--- config.mk ---
export PLATFORM = sky130hd
export DESIGN_NAME = mem_port_arbiter
export DESIGN_NICKNAME = d
export VERILOG_FILES = /design/src/rtl/mem_port_arbiter.sv
export SDC_FILE = /design/constraint.sdc
export NUM_CORES = 1
export LEC_CHECK = 0
export ABC_CLOCK_PERIOD_IN_PS = 2100
export CORE_MARGIN = 3
export CORE_UTILIZATION = 41
export DETAILED_ROUTE_END_ITERATION = 8
export GPL_TIMING_DRIVEN = 1
export PLACE_DENSITY = 0.8
export SYNTH_ARGS = -nofsm -noshare
export SYNTH_HDL_FRONTEND = slang
export SYNTH_SLANG_ARGS = --single-unit
--- constraint.sdc ---
create_clock -name i_clk -period 2.1 [get_ports i_clk]
set_input_delay 0.42 -clock i_clk [delete_from_list [all_inputs] [get_ports i_clk]]
set_output_delay 0.42 -clock i_clk [all_outputs]
set_load 0.005 [all_outputs]
--- src/rtl/mem_port_arbiter.sv ---
// Purpose: shares one fixed-latency memory port between fetch and data; data wins (optional ARB_STARVE_GUARD_EN fetch guard).
// Latency: request in IDLE at cycle 0 -> MemReq at 1, read sampled at LATENCY, valid pulse at LATENCY+1, next arbitration at LATENCY+2.
// Backpressure: requesters hold their request until the valid pulse; the stall outputs freeze the stages meanwhile.
module mem_port_arbiter #(
    parameter int LATENCY     = 2,
    parameter int MAX_DSTREAK = 4
) (
    input  logic        i_clk,
    input  logic        i_rst_n,
    input  logic        i_ireq,
    input  logic [31:0] i_iaddr,
    output logic [31:0] o_irdata,
    output logic        o_ivalid,
    input  logic        i_dreq,
    input  logic        i_dwrite,
    input  logic [31:0] i_daddr,
    input  logic [31:0] i_dwdata,
    input  logic [3:0]  i_dbyte_en,
    output logic [31:0] o_drdata,
    output logic        o_dvalid,
    output logic        o_mem_req,
    output logic        o_mem_write,
    output logic [31:0] o_mem_addr,
    output logic [31:0] o_mem_wdata,
    output logic [3:0]  o_mem_byte_en,
    input  logic [31:0] i_mem_rdata,
    output logic        o_fetch_stall,
    output logic        o_data_stall
);
    localparam int CW = $clog2(LATENCY + 1);

    typedef enum logic [1:0] {S_IDLE, S_ISSUE, S_WAIT, S_DONE} state_t;

    state_t        r_state;
    logic [CW-1:0] r_cnt;
    logic          r_owner_d;
    logic          r_mem_req;
    logic          r_mem_write;
    logic [31:0]   r_mem_addr;
    logic [31:0]   r_mem_wdata;
    logic [3:0]    r_mem_byte_en;
    logic [31:0]   r_irdata;
    logic [31:0]   r_drdata;
    logic          r_ivalid;
    logic          r_dvalid;
    logic          w_grant_d;
    logic          w_arb;

    assign w_arb = (r_state == S_IDLE) && (i_ireq || i_dreq);

`ifdef ARB_STARVE_GUARD_EN
    localparam int SW = $clog2(MAX_DSTREAK + 1);
    logic [SW-1:0] r_dstreak;
    logic          w_starve;

    // Streak never passes MAX_DSTREAK: at the limit a waiting fetch takes the next grant.
    assign w_starve  = i_ireq && (r_dstreak == SW'(MAX_DSTREAK));
    assign w_grant_d = i_dreq && !w_starve;

    always_ff @(posedge i_clk or negedge i_rst_n) begin
        if (!i_rst_n) begin
            r_dstreak <= '0;
        end else if (w_arb) begin
            if (w_grant_d && i_ireq) r_dstreak <= r_dstreak + 1'b1;
            else                     r_dstreak <= '0;
        end
    end
`else
    assign w_grant_d = i_dreq;
`endif

    always_ff @(posedge i_clk or negedge i_rst_n) begin
        if (!i_rst_n) begin
            r_state       <= S_IDLE;
            r_cnt         <= '0;
            r_owner_d     <= 1'b0;
            r_mem_req     <= 1'b0;
            r_mem_write   <= 1'b0;
            r_mem_addr    <= '0;
            r_mem_wdata   <= '0;
            r_mem_byte_en <= '0;
            r_irdata      <= '0;
            r_drdata      <= '0;
            r_ivalid      <= 1'b0;
            r_dvalid      <= 1'b0;
        end else begin
            r_mem_req <= 1'b0;
            r_ivalid  <= 1'b0;
            r_dvalid  <= 1'b0;
            case (r_state)
                S_IDLE: begin
                    if (w_arb) begin
                        r_owner_d     <= w_grant_d;
                        r_mem_req     <= 1'b1;
                        r_mem_write   <= w_grant_d && i_dwrite;
                        r_mem_addr    <= w_grant_d ? i_daddr : i_iaddr;
                        r_mem_wdata   <= w_grant_d ? i_dwdata : 32'h0;
                        r_mem_byte_en <= w_grant_d ? i_dbyte_en : 4'h0;
                        r_cnt         <= CW'(LATENCY);
                        r_state       <= S_ISSUE;
                    end
                end
                // The countdown starts in the strobe cycle, so LATENCY=1 samples during ISSUE itself.
                S_ISSUE, S_WAIT: begin
                    if (r_cnt == CW'(1)) begin
                        if (!r_owner_d) begin
                            r_irdata <= i_mem_rdata;
                            r_ivalid <= 1'b1;
                        end else begin
                            if (!r_mem_write) r_drdata <= i_mem_rdata;
                            r_dvalid <= 1'b1;
                        end
                        r_state <= S_DONE;
                    end else begin
                        r_cnt   <= r_cnt - 1'b1;
                        r_state <= S_WAIT;
                    end
                end
                S_DONE:  r_state <= S_IDLE;
                default: r_state <= S_IDLE;
            endcase
        end
    end

    assign o_irdata      = r_irdata;
    assign o_ivalid      = r_ivalid;
    assign o_drdata      = r_drdata;
    assign o_dvalid      = r_dvalid;
    assign o_mem_req     = r_mem_req;
    assign o_mem_write   = r_mem_write;
    assign o_mem_addr    = r_mem_addr;
    assign o_mem_wdata   = r_mem_wdata;
    assign o_mem_byte_en = r_mem_byte_en;
    assign o_fetch_stall = i_ireq && !r_ivalid;
    assign o_data_stall  = i_dreq && !r_dvalid;

endmodule

==> results.py, run 1 <==
metrics = {
    "outcome": {
        "status": "finished, final reports clean",
    },
    "power_and_ir_drop": {
        "ir_drop_uv": 890,
        "switchingPower_mw": 3.91,
        "p_int_mw": 9.60,
        "p_sw_share_pct": 28.9,
        "pwr-share-seq_pct": 35.3,
        "total_power_mw": 13.5,
        "p_clk_share_pct": 23.2,
        "p_leak_nw": 4.33,
        "power_density_nw_per_um2": 1440,
        "p_comb_share_pct": 41.5,
    },
    "yosys": {
        "synth_top_family_by_area": "multiplexers",
        "synth_compound_area_share_pct": 3.38,
        "synthAdderAreaFrac_pct": 0.857,
        "synth_xor_area_share_pct": 0,
        "synthesis.nets": 616,
        "yosysWarnings": 0,
        "syn-cell-area_um2": 5840,
        "synthSimpleGateAreaFrac_pct": 11.6,
        "synth_mux_area_share_pct": 20.1,
        "synth_seq_area_share_pct": 60.4,
        "synth_top_area_share_pct": 60.4,
        "ys.flop_type": "dfrtp_1",
        "synth-edff-count": 0,
        "syn_inst": 475,
        "yosys.area.top_type": "dfrtp_1",
        "synth_area_leaders": "dfrtp_1 (60%), mux2_4 (7.7%), nand2_1 (7.1%)",
        "synth.avg_cell_area_um2": 12.3,
        "async_reset_ff_share_pct": 100,
        "synth.distinct_cells": 26,
        "synth_seq_cells": 141,
    },
    "critical_path": {
        "r2r_cells": 6,
        "slowest_delay_ns": 0.51,
        "start_kind": "primary input",
        "worst-path-max-fanout": 2,
        "path_cells": "clkdlybuf4s50_1 > nor2b_1 > clkdlybuf4s50_1",
        "path_buf_inv": 2,
        "crit_path_end_kind": "output port",
        "path_depth": 3,
        "worstSetupStartpoint": "i_ireq",
        "critPathArrivalTime_ns": 1.54,
        "critPathTopFamily": "buffers and inverters",
        "worst-r2r-setup-slack_ns": 0.22,
        "rr_endpoint": "o_irdata[24]",
        "crit_end": "o_fetch_stall",
        "crit_path_frequent_cell": "clkdlybuf4s50_1",
        "rr_startpoint": "r_state[0]",
        "crit_slowest_cell": "clkdlybuf4s50_1",
        "crit_required_ns": 1.68,
        "path_class": "in2out",
    },
    "timing": {
        "grt_setup_unrepaired": "no",
        "setup_viol": 0,
        "worst_slack_ns": 0.141,
        "fin_skew_ns": 0.00917,
        "final_max_slew_viol_count": 0,
        "holdWs_ns": 0.443,
        "slew_headroom_pct": 72.7,
        "tightest_slew_ns": 0.410,
        "finalHoldViolCount": 0,
        "setup_tns_ns": 0,
        "fmax_mhz": 510,
        "min_period_ns": 1.96,
        "final.period_utilization_pct": 93.3,
    },
    "die": {
        "die_w_um": 125,
        "dieArea_um2": 15700,
        "core_area_um2": 13600,
        "num_io_pins": 275,
        "initial_core_util_pct": 43.1,
        "die_y_um": 125,
        "std_cell_rows": 42,
    },
    "clock_network": {
        "cts.sinks": 141,
        "clk_pin_slew_worst_paths_ns": 0.06,
        "cts_tree": "done",
        "htreeDepth": 4,
        "cts_buffers": 17,
        "clock_path_buffers": 2,
        "root_buffer": "clkbuf_16",
        "postCtsSetupBuffers": 0,
        "clk_latency_ns": 0.41,
    },
    "finish": {
        "fill_cells": 969,
        "diodes": 0,
        "multi_input_area_um2": 2110,
        "fin_util_pct": 69.3,
        "final_common_cell": "clkdlybuf4s50_1",
        "final_cell_mix": "clkdlybuf4s50_1 (272), dfrtp_1 (141), nand2_1 (110)",
        "nNetsFinal": 888,
        "final-seq-area_um2": 3530,
        "design_area_um2": 9400,
        "drive_gt1_share_pct": 14.7,
        "area_growth_pct": 60.9,
        "fin_cells": 936,
    },
    "drt": {
        "dr_total_vias": 4644,
        "routedWlPerCell_um": 17.4,
        "antenna_left": 0,
        "avgViaCountPerCell": 4.96,
        "drc": 0,
        "drt-pass1-iter-count": 4,
        "routed_wl_mm": 16.3,
        "drt_iter0_markers": 261,
    },
    "global_routing": {
        "antenna_found_initial": 0,
        "overflow": 0,
        "grt_use_total_pct": 21.3,
        "grt_pass1_vias": 5016,
        "grt_pass1_wl_mm": 26.7,
        "grt_max_degree": 71,
    },
    "place": {
        "routabilityCongestion": 0.790,
        "numPortBuffers": 274,
        "placed_area_um2": 8760,
        "place_inst": 903,
        "dp_worst_setup_slack_ns": 0.142,
        "dp_hpwl_mm": 11.7,
    },
    "hold_path": {
        "hold_path.class": "in2async",
    },
    "job": {
        "max_cap_violations": 0,
    },
}
cells by family after synthesis:
group | count (synthesis)
compound gates | 38
buf+inv | 35
flops | 141
fa+ha+maj | 4
simple gates | 159
mux | 98
routing by layer:
layer  track usage (%)  vias to the layer above  routed length (um)
met5                 0                        -                   0
met3              7.04                       25                1290
met1              25.1                     2252                6490
met2              36.7                      209                8200
met4              7.21                        0                 313
li1                  -                     2158                   -
sequential cells by signal, summed over array words and instances (netlist names):
register	count
o_drdata	32
o_dvalid	1
o_irdata	32
o_ivalid	1
o_mem_addr	32
o_mem_byte_en	4
o_mem_req	1
o_mem_wdata	32
o_mem_write	1
r_cnt	2
r_owner_d	1
r_state	2
worst register-to-register path, delay by kind of cell, from the launching register on:
family / cells / cell delay, ns
buf+inv: 2 / 0.26
fa+ha+maj: 1 / 0.41
mux: 1 / 0.35
simple gates: 2 / 0.37
flops: 1 / 0.38
synth_stat cells (2+ instances only):
| cell | instances |
|---|---|
| buf_2 | 16 |
| o21ai_1 | 2 |
| o21ai_0 | 34 |
| dfrtp_1 | 141 |
| nor2b_1 | 3 |
| nand3_1 | 38 |
| mux2_4 | 30 |
| nand2_1 | 110 |
| clkbuf_1 | 9 |
| ha_1 | 4 |
| nor2_1 | 2 |
| mux2_2 | 36 |
| mux2i_1 | 32 |
| inv_1 | 4 |
| buf_12 | 3 |
final cells by class:
type | count | share of cell area (%)
well taps | 176 | 2.34
clock inverters | 9 | 1.41
repair buffers | 284 | 30.8
multi-input cells | 299 | 22.5
flip-flops and latches | 141 | 37.5
inverters | 4 | 0.160
clock buffers | 23 | 5.30
worst min-delay path by stage:
stage                        endpoint     from  cells after the start  slack, ns
after global placement    o_irdata[6]  i_rst_n                      1       0.30
final                     o_irdata[5]  i_rst_n                      2       0.44
after global routing      o_drdata[1]  i_rst_n                      2       0.44
after detailed placement  o_irdata[3]  i_rst_n                      1       0.30
after CTS                 o_irdata[5]  i_rst_n                      2       0.43
after floorplan           o_drdata[0]  i_rst_n                      0       0.12
what timing repair did:
action / 4_1_cts / 5_1_grt
resized for setup: 0 / 0
endpoints found under the hold margin: 23 / 0
hold buffers: 1 / 0
power by group through the flow:
| stage | Sequential, mW | Combinational, mW | Clock [mW] |
|---|---|---|---|
| after floorplan | 4.80 | 2.18 | 0 |
| after global placement | 4.70 | 5.47 | 0 |
| after detailed placement | 4.79 | 5.63 | 0 |
| after CTS | 4.77 | 5.69 | 3.21 |
| after global routing | 4.94 | 6.07 | 3.34 |
| final | 4.77 | 5.60 | 3.13 |
(Power assumes the default switching activity.)
==> run 2: changes to the inputs <==
Settings changed: ABC_AREA set to 1.
==> run 2 against run 1 <==
Against the previous run:
- synthesized area fell by 0.60%
- global-route usage rose by 0.31 points
- routed wire length rose by 2.5%
- largest power group unchanged
- sequential power fell by 1%
==> results.py, run 2 <==
metrics = {
    "outcome": {
        "status": "finished, final reports clean",
    },
    "timing": {
        "setup_tns_ns": 0,
        "final.period_utilization_pct": 96.8,
        "grt_setup_unrepaired": "no",
        "fmax_mhz": 492,
        "tightest_slew_ns": 0.565,
        "holdWs_ns": 0.477,
        "setup_viol": 0,
        "fin_skew_ns": 0.0170,
        "min_period_ns": 2.03,
        "slew_headroom_pct": 62.4,
        "final_max_slew_viol_count": 0,
        "finalHoldViolCount": 0,
    },
    "global_routing": {
        "grt_max_degree": 86,
        "grt_pass1_vias": 5278,
        "grt_use_total_pct": 21.6,
        "grt_pass1_wl_mm": 27.1,
        "antenna_found_initial": 0,
        "overflow": 0,
    },
    "drt": {
        "routed_wl_mm": 16.7,
        "drc": 0,
        "routedWlPerCell_um": 14.6,
        "antenna_left": 0,
        "drt_iter0_markers": 327,
        "dr_total_vias": 5272,
        "avgViaCountPerCell": 4.62,
        "drt-pass1-iter-count": 4,
    },
    "yosys": {
        "synth_top_area_share_pct": 60.8,
        "yosysWarnings": 0,
        "async_reset_ff_share_pct": 100,
        "synth-edff-count": 0,
        "synth.avg_cell_area_um2": 8.48,
        "synth_area_leaders": "dfrtp_1 (61%), nand2_1 (22%), o21ai_0 (9.1%)",
        "syn_inst": 685,
        "synthesis.nets": 826,
        "synth_seq_cells": 141,
        "syn-cell-area_um2": 5810,
        "synth_seq_area_share_pct": 60.8,
        "yosys.area.top_type": "dfrtp_1",
        "synth.distinct_cells": 18,
        "synth_common_cells": "nand2_1 (343), dfrtp_1 (141), o21ai_0 (105)",
        "synth_most_common_cell": "nand2_1",
        "ys.flop_type": "dfrtp_1",
    },
    "power_and_ir_drop": {
        "pwr-share-seq_pct": 35.5,
        "p_comb_share_pct": 40.6,
        "ir_drop_uv": 741,
        "total_power_mw": 13.3,
        "p_clk_share_pct": 23.9,
        "power_density_nw_per_um2": 1410,
        "switchingPower_mw": 4.07,
        "p_leak_nw": 4.57,
        "p_int_mw": 9.20,
        "p_sw_share_pct": 30.7,
    },
    "die": {
        "core_area_um2": 13600,
        "std_cell_rows": 42,
        "initial_core_util_pct": 42.8,
        "num_io_pins": 275,
        "die_y_um": 125,
        "dieArea_um2": 15600,
        "die_w_um": 125,
    },
    "place": {
        "routabilityCongestion": 0.800,
        "place_inst": 1109,
        "numPortBuffers": 274,
        "dp_hpwl_mm": 11.8,
    },
    "finish": {
        "fin_cells": 1141,
        "multi_input_area_um2": 1940,
        "final_common_cell": "nand2_1",
        "nNetsFinal": 1094,
        "final-seq-area_um2": 3530,
        "drive_gt1_share_pct": 5.08,
        "diodes": 0,
        "fill_cells": 1089,
        "area_growth_pct": 61.6,
        "final_cell_mix": "nand2_1 (343), clkdlybuf4s50_1 (272), dfrtp_1 (141)",
    },
    "clock_network": {
        "clk_pin_slew_worst_paths_ns": 0.05,
        "postCtsSetupBuffers": 0,
        "cts_tree": "done",
        "cts_buffers": 17,
        "htreeDepth": 4,
        "clk_latency_ns": 0.42,
        "clock_path_buffers": 2,
        "root_buffer": "clkbuf_16",
        "cts.sinks": 141,
    },
    "critical_path": {
        "worstSetupStartpoint": "i_ireq",
        "rr_endpoint": "o_drdata[8]",
        "crit_path_frequent_cell": "clkdlybuf4s50_1",
        "crit_required_ns": 1.68,
        "slowest_delay_ns": 0.51,
        "worst-path-max-fanout": 2,
        "crit_path_end_kind": "output port",
        "start_kind": "primary input",
        "critPathArrivalTime_ns": 1.61,
        "worst-r2r-setup-slack_ns": 0.36,
        "r2r_cells": 5,
        "rr_startpoint": "r_state[0]",
        "path_class": "in2out",
        "path_cells": "clkdlybuf4s50_1 > inv_1 > nor2_2 > clkdlybuf4s50_1",
        "crit_slowest_cell": "clkdlybuf4s50_1",
    },
    "job": {
        "max_cap_violations": 0,
    },
    "hold_path": {
        "hp-start": "o_mem_addr[0]",
        "hold_path_end": "o_mem_addr[0]",
        "hold_path.class": "reg2reg",
        "hold_depth": 2,
    },
}
## run 2: cell types whose count changed in the layout (fill, tap and decap cells not counted), moves of 2 or more
cell	change
nand2_1	+233
o21ai_0	+71
inv_1	+37
mux2_2	-36
nand3_1	-35
mux2i_1	-32
mux2_4	-30
buf_4	+3
nor2b_1	-3
clkbuf_8	-2
clkinv_4	-2
## run 2: metal layers
metal | share of wire, % | global-route usage [%]
met5 | 0 | 0
met4 | 3.2 | 8.93
met3 | 9.1 | 10.0
met2 | 48 | 34.9
met1 | 40 | 25.0
## run 2: area by class of cell
cell class | count | area share (%)
flip-flops and latches | 141 | 37.6
repair buffers | 287 | 30.9
multi-input cells | 463 | 20.7
clock buffers | 21 | 5.01
well taps | 176 | 2.35
clock inverters | 10 | 1.72
inverters | 43 | 1.72
## run 2: power groups by stage
stage	Combinational [mW]	Sequential, mW	Clock (mW)
global route	5.99	4.90	3.34
finish	5.39	4.72	3.17
global placement	5.31	4.69	0
CTS	5.48	4.72	3.22
floorplan	1.85	4.83	0
detailed placement	5.44	4.73	0
## run 2: critical path: cells and delay by family
family / cells / cell delay, ns
buffers and inverters: 3 / 1.07
AND/OR/NAND/NOR: 1 / 0.12
## run 2: kinds of logic after synthesis
logic type | after synthesis | synth area share [%]
AND/OR/NAND/NOR | 353 | 23.2
adder cells (fa/ha/maj) | 4 | 0.862
buffers and inverters | 81 | 5.86
AO/OA/AOI/OAI | 106 | 9.33
flip-flops | 141 | 60.8
## run 2: timing repair
item,CTS,global route
resized for setup,0,1
hold buffers,1,0
endpoints found under the setup margin,0,1
endpoints found under the hold margin,40,0
## run 2: per-stage QoR
stage | setup WS, ns | util [%] | area [um^2]
after global placement | 0.0268 | 64.5 | 8740
after CTS | 0.0156 | 69.2 | 9380
final | 0.0679 | 69.2 | 9380
after floorplan | 0.623 | - | 5810
after detailed placement | 0.0243 | 64.5 | 8740
after global routing | 0.00485 | 69.2 | 9380
## run 2: worst max path at each step
stage / end / slack, ns / cells after the start
floorplan: o_drdata[10] / 0.62 / 7
finish: o_fetch_stall / 0.07 / 4
CTS: o_fetch_stall / 0.02 / 4
global route: o_fetch_stall / 0.005 / 4
detailed placement: o_fetch_stall / 0.02 / 4
global placement: o_fetch_stall / 0.03 / 4
